===== config.mk =====
export PLATFORM = sky130hd
export DESIGN_NAME = wb_tlc_cpld_txbuf
export DESIGN_NICKNAME = d
export VERILOG_FILES = /design/src/rtl/wb_tlc_cpld_txbuf.sv
export SDC_FILE = /design/constraint.sdc
export NUM_CORES = 2
export LEC_CHECK = 0
export ABC_AREA = 0
export CAP_MARGIN = 20
export CELL_PAD_IN_SITES_DETAIL_PLACEMENT = 1
export CELL_PAD_IN_SITES_GLOBAL_PLACEMENT = 1
export CORE_MARGIN = 4
export CORE_UTILIZATION = 40
export DETAILED_ROUTE_END_ITERATION = 16
export HOLD_SLACK_MARGIN = 0.15
export PLACE_DENSITY_LB_ADDON = 0.1
export SETUP_SLACK_MARGIN = 0.02
export SLEW_MARGIN = 20
export SYNTH_ARGS = -nofsm -noshare
export SYNTH_HDL_FRONTEND = slang
export SYNTH_MEMORY_MAX_BITS = 65536
export SYNTH_SLANG_ARGS = --single-unit

===== constraint.sdc =====
create_clock -name wb_clk -period 16.5 [get_ports wb_clk]
set_input_delay 1.65 -clock wb_clk [delete_from_list [all_inputs] [get_ports wb_clk]]
set_output_delay 1.65 -clock wb_clk [all_outputs]
set_load 0.005 [all_outputs]

===== src/rtl/wb_tlc_cpld_txbuf.sv =====
// -----------------------------------------------------------------------------
// wb_tlc_cpld_txbuf
//
// Store-and-forward buffer between the read-completion builder and the PCIe
// core transmit port. Incoming TLP words are held until the packet's last word
// has been written. The packet is then committed, the transmit port is
// requested, and the packet is replayed contiguously. A packet that cannot
// fit is dropped whole. A partial packet is never forwarded.
//
// Ports
//   wb_clk     clock, all registers update on the rising edge
//   rst        synchronous active-high reset, empties the buffer
//   din        16-bit TLP word from the completion builder
//   din_sop    first word of a packet (qualified by din_wen)
//   din_eop    last word of a packet (qualified by din_wen)
//   din_wen    word valid, no backpressure
//   tx_req     request to the transmit port
//   tx_rdy     grant from the transmit port
//   tx_data    outgoing word
//   tx_val     tx_data valid
//   tx_st      first word of the outgoing packet
//   tx_end     last word of the outgoing packet
//   pkt_cnt    number of complete packets stored
//   drop       one-cycle pulse when a packet is discarded
//   proto_err  one-cycle pulse on illegal input framing
// -----------------------------------------------------------------------------
module wb_tlc_cpld_txbuf #(
   parameter int DEPTH_LOG2 = 8,
   parameter int MAX_PKT    = 70
) (
   input  logic                wb_clk,
   input  logic                rst,
   input  logic [15:0]         din,
   input  logic                din_sop,
   input  logic                din_eop,
   input  logic                din_wen,
   output logic                tx_req,
   input  logic                tx_rdy,
   output logic [15:0]         tx_data,
   output logic                tx_val,
   output logic                tx_st,
   output logic                tx_end,
   output logic [DEPTH_LOG2:0] pkt_cnt,
   output logic                drop,
   output logic                proto_err
);

   localparam int                  DEPTH    = 1 << DEPTH_LOG2;
   localparam logic [DEPTH_LOG2:0] LP_DEPTH = (DEPTH_LOG2+1)'(DEPTH);
   localparam logic [DEPTH_LOG2:0] LP_MAX   = (DEPTH_LOG2+1)'(MAX_PKT);

   localparam logic [1:0] WIDLE = 2'd0;
   localparam logic [1:0] WPKT  = 2'd1;
   localparam logic [1:0] WDROP = 2'd2;

   localparam logic [1:0] RIDLE = 2'd0;
   localparam logic [1:0] RREQ  = 2'd1;
   localparam logic [1:0] RSEND = 2'd2;

   // Storage entry is {eop, data}
   logic [16:0]           r_mem [0:DEPTH-1];

   logic [DEPTH_LOG2:0]   r_wr_ptr;
   logic [DEPTH_LOG2:0]   r_commit_ptr;
   logic [DEPTH_LOG2:0]   r_rd_ptr;
   logic [1:0]            r_wstate;
   logic [1:0]            r_rstate;
   logic [DEPTH_LOG2:0]   r_pkt_cnt;
   logic                  r_drop;
   logic                  r_perr;
   logic                  r_tx_req;
   logic                  r_tx_val;
   logic                  r_tx_st;
   logic                  r_tx_end;
   logic [15:0]           r_tx_data;

   logic [DEPTH_LOG2:0]   w_free_wr;
   logic [DEPTH_LOG2:0]   w_free_sop;
   logic                  w_we;
   logic [DEPTH_LOG2:0]   w_waddr;
   logic [DEPTH_LOG2:0]   w_wr_ptr_nxt;
   logic [DEPTH_LOG2:0]   w_commit_ptr_nxt;
   logic [1:0]            w_wstate_nxt;
   logic                  w_commit;
   logic                  w_drop;
   logic                  w_perr;
   logic                  w_tx_done;
   logic [16:0]           w_rd_word;

   // Free space as seen by the current write pointer (continuing a packet)
   // and by the commit pointer (a sop always restarts from the last commit,
   // which discards any fragment still in progress).
   assign w_free_wr  = LP_DEPTH - (r_wr_ptr - r_rd_ptr);
   assign w_free_sop = LP_DEPTH - (r_commit_ptr - r_rd_ptr);

   assign w_rd_word  = r_mem[r_rd_ptr[DEPTH_LOG2-1:0]];
   assign w_tx_done  = (r_rstate == RSEND) && r_tx_end;

   // ---------------------------------------------------------------- write side
   always_comb begin
      w_we             = 1'b0;
      w_waddr          = r_wr_ptr;
      w_wr_ptr_nxt     = r_wr_ptr;
      w_commit_ptr_nxt = r_commit_ptr;
      w_wstate_nxt     = r_wstate;
      w_commit         = 1'b0;
      w_drop           = 1'b0;
      w_perr           = 1'b0;

      if (din_wen) begin
         if (din_sop) begin
            // A sop outside WIDLE abandons the current packet or drop run.
            if (r_wstate != WIDLE) begin
               w_perr = 1'b1;
            end
            w_wr_ptr_nxt = r_commit_ptr;
            if (w_free_sop >= LP_MAX) begin
               w_we         = 1'b1;
               w_waddr      = r_commit_ptr;
               w_wr_ptr_nxt = r_commit_ptr + 1'b1;
               if (din_eop) begin
                  w_commit_ptr_nxt = r_commit_ptr + 1'b1;
                  w_commit         = 1'b1;
                  w_wstate_nxt     = WIDLE;
               end else begin
                  w_wstate_nxt = WPKT;
               end
            end else begin
               w_drop       = 1'b1;
               // A rejected single-word packet leaves nothing to discard.
               w_wstate_nxt = din_eop ? WIDLE : WDROP;
            end
         end else begin
            case (r_wstate)
               WIDLE: begin
                  w_perr = 1'b1;
               end
               WPKT: begin
                  if (w_free_wr == '0) begin
                     w_wr_ptr_nxt = r_commit_ptr;
                     w_drop       = 1'b1;
                     w_wstate_nxt = din_eop ? WIDLE : WDROP;
                  end else begin
                     w_we         = 1'b1;
                     w_waddr      = r_wr_ptr;
                     w_wr_ptr_nxt = r_wr_ptr + 1'b1;
                     if (din_eop) begin
                        w_commit_ptr_nxt = r_wr_ptr + 1'b1;
                        w_commit         = 1'b1;
                        w_wstate_nxt     = WIDLE;
                     end
                  end
               end
               WDROP: begin
                  if (din_eop) begin
                     w_wstate_nxt = WIDLE;
                  end
               end
               default: begin
                  w_wstate_nxt = WIDLE;
               end
            endcase
         end
      end
   end

   always_ff @(posedge wb_clk) begin
      if (w_we) begin
         r_mem[w_waddr[DEPTH_LOG2-1:0]] <= {din_eop, din};
      end
   end

   always_ff @(posedge wb_clk) begin
      if (rst) begin
         r_wr_ptr     <= '0;
         r_commit_ptr <= '0;
         r_wstate     <= WIDLE;
         r_drop       <= 1'b0;
         r_perr       <= 1'b0;
      end else begin
         r_wr_ptr     <= w_wr_ptr_nxt;
         r_commit_ptr <= w_commit_ptr_nxt;
         r_wstate     <= w_wstate_nxt;
         r_drop       <= w_drop;
         r_perr       <= w_perr;
      end
   end

   // ---------------------------------------------------------------- packet count
   always_ff @(posedge wb_clk) begin
      if (rst) begin
         r_pkt_cnt <= '0;
      end else begin
         case ({w_commit, w_tx_done})
            2'b10:   r_pkt_cnt <= r_pkt_cnt + 1'b1;
            2'b01:   r_pkt_cnt <= r_pkt_cnt - 1'b1;
            default: r_pkt_cnt <= r_pkt_cnt;
         endcase
      end
   end

   // ---------------------------------------------------------------- read side
   // tx_data is the registered RAM read. The grant edge loads the first word
   // straight from the committed head, so data follows the grant without a
   // bubble. The decrement of pkt_cnt happens on the edge that retires the
   // tx_end word, so RIDLE always sees an up-to-date count.
   always_ff @(posedge wb_clk) begin
      if (rst) begin
         r_rstate  <= RIDLE;
         r_rd_ptr  <= '0;
         r_tx_req  <= 1'b0;
         r_tx_val  <= 1'b0;
         r_tx_st   <= 1'b0;
         r_tx_end  <= 1'b0;
         r_tx_data <= '0;
      end else begin
         case (r_rstate)
            RIDLE: begin
               if (r_pkt_cnt != '0) begin
                  r_rstate <= RREQ;
                  r_tx_req <= 1'b1;
               end
            end
            RREQ: begin
               if (tx_rdy) begin
                  r_rstate  <= RSEND;
                  r_tx_req  <= 1'b0;
                  r_tx_val  <= 1'b1;
                  r_tx_st   <= 1'b1;
                  r_tx_data <= w_rd_word[15:0];
                  r_tx_end  <= w_rd_word[16];
                  r_rd_ptr  <= r_rd_ptr + 1'b1;
               end
            end
            RSEND: begin
               r_tx_st <= 1'b0;
               if (r_tx_end) begin
                  r_rstate <= RIDLE;
                  r_tx_val <= 1'b0;
                  r_tx_end <= 1'b0;
               end else begin
                  r_tx_data <= w_rd_word[15:0];
                  r_tx_end  <= w_rd_word[16];
                  r_rd_ptr  <= r_rd_ptr + 1'b1;
               end
            end
            default: begin
               r_rstate <= RIDLE;
            end
         endcase
      end
   end

   assign tx_req    = r_tx_req;
   assign tx_data   = r_tx_data;
   assign tx_val    = r_tx_val;
   assign tx_st     = r_tx_st;
   assign tx_end    = r_tx_end;
   assign pkt_cnt   = r_pkt_cnt;
   assign drop      = r_drop;
   assign proto_err = r_perr;

endmodule


### After elaboration in Yosys (flattened, before gate mapping)

Memories as Yosys holds them, arrays and structs flattened. A register that Yosys moved wholly into a read port is not among the register bits.
Cells that the tools add are included.

| operators by class | value |
|---|---|
| bitwise operators | 1 |
| equality and inequality tests | 13 |
| $add $sub $neg | 9 |
| reduce and logical (&&, ||, !) cells | 19 |
| muxes and demuxes | 63 |
| $lt $le $gt $ge | 1 |

Operators with widths:

| kind | count |
|---|---|
| $mux W9 | 12 |
| $mux W8 | 5 |
| $add A9 B1 Y9 const B | 4 |
| $pmux W9 S2 | 2 |
| $mux W16 | 2 |
| $pmux W16 S2 | 1 |
| $mux W1 | 27 |
| $sub A9 B9 Y9 | 2 |
| $sub A9 B9 Y9 const A | 2 |
| $mux W2 | 8 |
| $ne A2 B2 Y1 const B | 6 |
| $pmux W2 S3 | 2 |
| $reduce_and A3 Y1 | 4 |
| $reduce_bool A2 Y1 | 5 |
| $ge A9 B7 Y1 const B | 1 |
| $logic_not A9 Y1 | 1 |
| $reduce_bool A9 Y1 | 1 |
| $sub A9 B1 Y9 const B | 1 |
| $pmux W1 S2 | 4 |
| $eq A2 B1 Y1 const B | 3 |
| $eq A2 B2 Y1 const B | 3 |
| $reduce_and A2 Y1 | 3 |
| $reduce_and A5 Y1 | 1 |
| $logic_not A2 Y1 | 2 |
| 4 further kinds | 4 |

| word-level totals | value |
|---|---|
| input bits | 22 |
| register bits after elaboration | 62 |
| logic and storage cells | 120 |
| memories | 1 |
| output and inout port bits | 31 |
| memory bits (writable) | 4352 |

Memory list:

| memory | depth | bits a word | read ports | clocked after memory_dff | wr ports | line | source |
|---|---|---|---|---|---|---|---|
| r_mem | 256 | 17 | 1 | 1 | 1 | 61 | `logic [16:0] r_mem [0:DEPTH-1];` |

### Longest topological paths before layout

| logic depth | value |
|---|---|
| word-level depth | 9 |
| gate-level depth with buffers | 27 |
| depth with buffers taken out | 23 |

### Least setup slack after synthesis

No wires, ideal clock.

| path | value |
|---|---|
| kind | input-to-reg |
| start point | input port din_wen |
| end point | register r_pkt_cnt[8], in the netlist pkt_cnt[8] |
| stages on the path | 20 |
| arrival | 6.019 ns |
| required time | 16.379 ns |
| slack | 10.361 ns |
| library setup time | 0.121 ns |
| path through | buf_2 clkinv_1 nor2_1 and2_1 clkbuf_1 nand3_1 buf_2 ha_1 clkbuf_1 buf_1 xor2_1 ha_1 a21oi_1 o21bai_1 a221oi_1 a21oi_1 o31a_1 or3_1 a21oi_1 mux2_2 |

| between the ends | value |
|---|---|
| word-level cells in the longest chain between the ends | 3 |
| elaborated cells on any way between the ends | 5 |
| those cells by class | eq/ne: 2; mux: 2; reduce/logical: 1 |

Ends and longest elaborated chain:

| item | line | source |
|---|---|---|
| start: declaration | 36 | `input logic din_wen,` |
| $mux W1 (*) | 110 | `if (din_wen) begin` |
| $eq A2 B1 Y1 or $eq A2 B2 Y1 (tied branches) | 194 | `case ({w_commit, w_tx_done})` |
| $pmux W9 S2 or $reduce_bool A2 Y1 (tied branches) | - |  |
| end signal: assignment | 195 | `2'b10: r_pkt_cnt <= r_pkt_cnt + 1'b1;` |
| end signal: assignment | 196 | `2'b01: r_pkt_cnt <= r_pkt_cnt - 1'b1;` |
| end signal: assignment | 197 | `default: r_pkt_cnt <= r_pkt_cnt;` |
| end: declaration | 68 | `logic [DEPTH_LOG2:0] r_pkt_cnt;` |

Mark *: on every way between the ends. The rest lies on a longest branch, timed or not.
A chain may end at the register's enable or synchronous reset.

### Worst setup path in the final report

| path | value |
|---|---|
| start point | register r_wr_ptr[1] |
| end point | register r_pkt_cnt[8], in the netlist pkt_cnt[8] |

| between the ends | value |
|---|---|
| word-level cells in the longest chain between the ends | 9 |
| elaborated cells on any way between the ends | 11 |
| those cells by class | add/sub: 2; eq/ne: 2; mux: 5; reduce/logical: 2 |

Ends and longest elaborated chain:

| item | line | source |
|---|---|---|
| start: declaration | 63 | `logic [DEPTH_LOG2:0] r_wr_ptr;` |
| start signal: assignment | 181 | `r_wr_ptr <= w_wr_ptr_nxt;` |
| $sub A9 B9 Y9 (*) (2 in a row) | 93 | `assign w_free_wr = LP_DEPTH - (r_wr_ptr - r_rd_ptr);` |
| $logic_not A9 Y1 (*) | 139 | `if (w_free_wr == '0) begin` |
| $mux W1 (*) | 139 |  |
| $mux W1 (*) | 134 | `case (r_wstate)` |
| $mux W1 (*) | 111 | `if (din_sop) begin` |
| $mux W1 (*) | 110 |  |
| $eq A2 B1 Y1 or $eq A2 B2 Y1 (tied branches) | 194 |  |
| $pmux W9 S2 or $reduce_bool A2 Y1 (tied branches) | - |  |

Marked as above.

==> results.json <==
{
  "timing.fmax_ghz": 0.139,
  "path_class": "reg2reg",
  "switchingPower_mw": 5.03,
  "final_cells": 14000,
  "ys_ff_latch": 4422,
  "hp-start": "tx_req",
  "finalSetupViolCount": 0,
  "synth-main-ff-cell": "edfxtp_1",
  "cts_resized": 0,
  "die_h_um": 664,
  "cell_internal_pwr_mw": 18.3,
  "drt-total-wl_mm": 494,
  "worstPathRequired_ps": 17380,
  "drive_gt1_share_pct": 32.1,
  "cts_tree": "done",
  "grt_overflow": 0,
  "wl_met3_mm": 27.8,
  "dieWidth_um": 664,
  "globalplace.congestion": 0.863,
  "portBuffers": 52,
  "drt_iter0_drc": 8860,
  "swShare_pct": 21.6,
  "start_util_pct": 40.2,
  "worstPathMaxFanout": 23,
  "viasPerCell": 5.80,
  "dp_cells": 13200,
  "firstDrtPassIters": 5,
  "clk_pin_slew_ps": 60,
  "root_buffer": "clkbuf_16",
  "tightest_slew_ps": 1200,
  "finish.net_count": 8015,
  "r2r_setup_slack_ps": 9280,
  "rr_startpoint": "r_wr_ptr[1]",
  "vias": 81500,
  "antenna_found_initial": 24,
  "end_kind": "flip-flop",
  "powerDensity_mw_per_mm2": 119,
  "clk_latency_ps": 1000,
  "synthArstFlopShare_pct": 0,
  "dpl_cell_area_mm2": 0.182,
  "pwr-share-clk_pct": 42.5,
  "syn_to_final_growth_pct": 14.2,
  "synth-edff-count": 4352,
  "htreeDepth": 5,
  "synth.avg_cell_area_um2": 22.9,
  "r2r_cells": 23,
  "ys_warn_count": 0,
  "reg2reg_to": "pkt_cnt[8]",
  "dieArea_mm2": 0.440,
  "ys_seq_area_share_pct": 76.8,
  "endpoint": "pkt_cnt[8]",
  "cap_violations": 0,
  "ant_nets": 0,
  "coreArea_mm2": 0.428,
  "remaining_drc_errors": 0,
  "top_layer_used": "met4",
  "grt_pass1_vias": 86100,
  "finalHoldViolations": 0,
  "period_minus_slack_ps": 7220,
  "dp_slack_ps": 8920,
  "cts_sinks": 4422,
  "grt_use_total_pct": 22.3,
  "cts_buffers": 465,
  "fin_tns_setup_ps": 0,
  "status": "complete, no violations",
  "synthesis.area_mm2": 0.172,
  "ir_drop_mv": 0.0897,
  "grt_pass1_wl_mm": 693,
  "synthCells": 7498,
  "finalPower_mw": 23.3,
  "hpwl_mm": 292,
  "clockBufferDepth": 4,
  "cts_hold_buf": 0,
  "drv_slew": 0,
  "pin_count": 53,
  "postCtsSetupBuffers": 0,
  "rsz0062_at_grt": "no",
  "met1_length_mm": 216,
  "leakagePower_nw": 57.9,
  "arrival_ps": 8100,
  "sequentialPowerShare_pct": 53.1,
  "crit_start": "r_wr_ptr[1]",
  "fin_crit_sh_pct": 43.8,
  "finalClockSkew_ps": 73.3,
  "hold_class": "reg2reg",
  "ys_types": 79,
  "grt_max_degree": 130,
  "combPwrFrac_pct": 4.5,
  "fin_area_mm2": 0.196,
  "syn_nets": 7562,
  "rows": 240,
  "wl_met2_mm": 237,
  "slew_headroom_pct": 19.8,
  "wl_per_cell_um": 35.2,
  "finalWorstSetupSlack_ps": 9280,
  "nFillCells": 38300,
  "crit_path_start_kind": "flip-flop"
}
## through the flow
step	hold WS [ps]	util, %
CTS	475	45.9
finish	469	45.9
floorplan	453	-
detailed placement	466	42.5
global placement	455	42.5
global route	499	45.9
## power groups by stage
stage	combinational, mW	clock (mW)	sequential, mW
after floorplan	0.586	0	12.6
after global placement	1.04	0	12.6
after detailed placement	1.06	0	12.6
after CTS	1.07	10.1	12.4
after global routing	1.12	10.6	12.4
final	1.04	9.90	12.4
## cells in the mapped netlist (all sizes together) (19+ instances only)
master | instances | area [um^2]
nor3 | 93 | 465
buf | 213 | 1090
nand4 | 21 | 131
nand2 | 282 | 1070
xor2 | 19 | 166
a21oi | 44 | 220
mux2i | 60 | 638
a211oi | 28 | 220
ha | 40 | 500
nand3 | 67 | 335
clkbuf | 216 | 812
mux4 | 1358 | 30600
nor2 | 311 | 1170
o21ai | 48 | 285
edfxtp | 4352 | 131000
o211ai | 53 | 403
dfxtp | 70 | 1400
inv | 35 | 131
## placed cells by master (no fill, tap or decap), types with 13 or more instances in the layout
cell type and instances:
edfxtp_1 4352, mux4_2 1358, clkbuf_16 468, buf_4 342, nand2_1 281, nor2_2 141, clkbuf_1 121, nor2_1 119
clkinv_1 113, clkinv_2 89, nand3_1 66, dfxtp_1 63, nor3_2 60, o211ai_1 52, nor2_4 51, mux2i_1 45
a21oi_1 43, ha_1 40, o21ai_0 36, inv_1 34, nor3_1 33, clkdlybuf4s50_1 33, a211oi_1 25, nand4_1 21
bufinv_16 20, xor2_1 19, or3_1 17, buf_8 17, clkinvlp_4 16, nor2b_1 15, mux2i_4 13
## cell families after synthesis
kind of cell	Yosys count	share of synthesized area, %
adders and majority gates	42	0.314
muxes	1423	18.2
buffers and inverters	465	1.19
xor gates and xnor gates	30	0.153
and+or+nand+nor	866	2.20
DFF	4422	76.8
AOI/OAI and AO/OA	250	1.10
## worst max-delay path, stage by stage (launching register included)
cell      delay, ps
dfxtp_1         560
inv_1           190
ha_1            330
ha_1            190
inv_1            80
fa_1            460
nor2b_1         240
o221ai_1        210
a21oi_1         190
xor2_1          120
or4_1           710
nand3_1         360
buf_4           280
ha_1            710
xor2_1          160
ha_1            240
a21oi_1         270
o21bai_1        130
a221oi_1        410
a21oi_1         120
o31a_1          300
or3_1           300
a21oi_1         210
mux2_2          360
## routing by layer
metal / GRT usage (%) / vias to the layer above
li1: - / 32800
met1: 32.4 / 45600
met2: 35.5 / 2470
met3: 3.25 / 556
met4: 5.51 / 0
met5: 0 / -
## cell type report
| type | count | area, um^2 | share of cell area [%] |
|---|---|---|---|
| inverter | 36 | 138 | 0.0701 |
| multi-input combinational | 2611 | 39000 | 19.9 |
| timing repair buffer | 415 | 3550 | 1.81 |
| clock buffer | 593 | 12200 | 6.23 |
| antenna | 10 | 25.0 | 0.0128 |
| clock inverter | 263 | 2030 | 1.04 |
| tap | 5687 | 7120 | 3.63 |
| sequential | 4422 | 132000 | 67.3 |
## state kept, by name, summed over array words and instances (netlist names), 2 cells and up, named ones only
name,flops
r_rd_ptr,9
r_wstate,2
r_wr_ptr,9
pkt_cnt,9
tx_data,16
r_mem,4352
r_commit_ptr,9
r_rstate,2
## how the worst min path moves through the flow
| stage | end | cells after the start |
|---|---|---|
| 2_1_floorplan | tx_req | 2 |
| 3_3_place_gp | tx_req | 2 |
| 6_report | tx_req | 2 |
| 4_1_cts | tx_req | 2 |
| 5_1_grt | tx_req | 2 |
| 3_5_place_dp | tx_req | 2 |
Note: power is estimated with default switching activity, not from simulation.
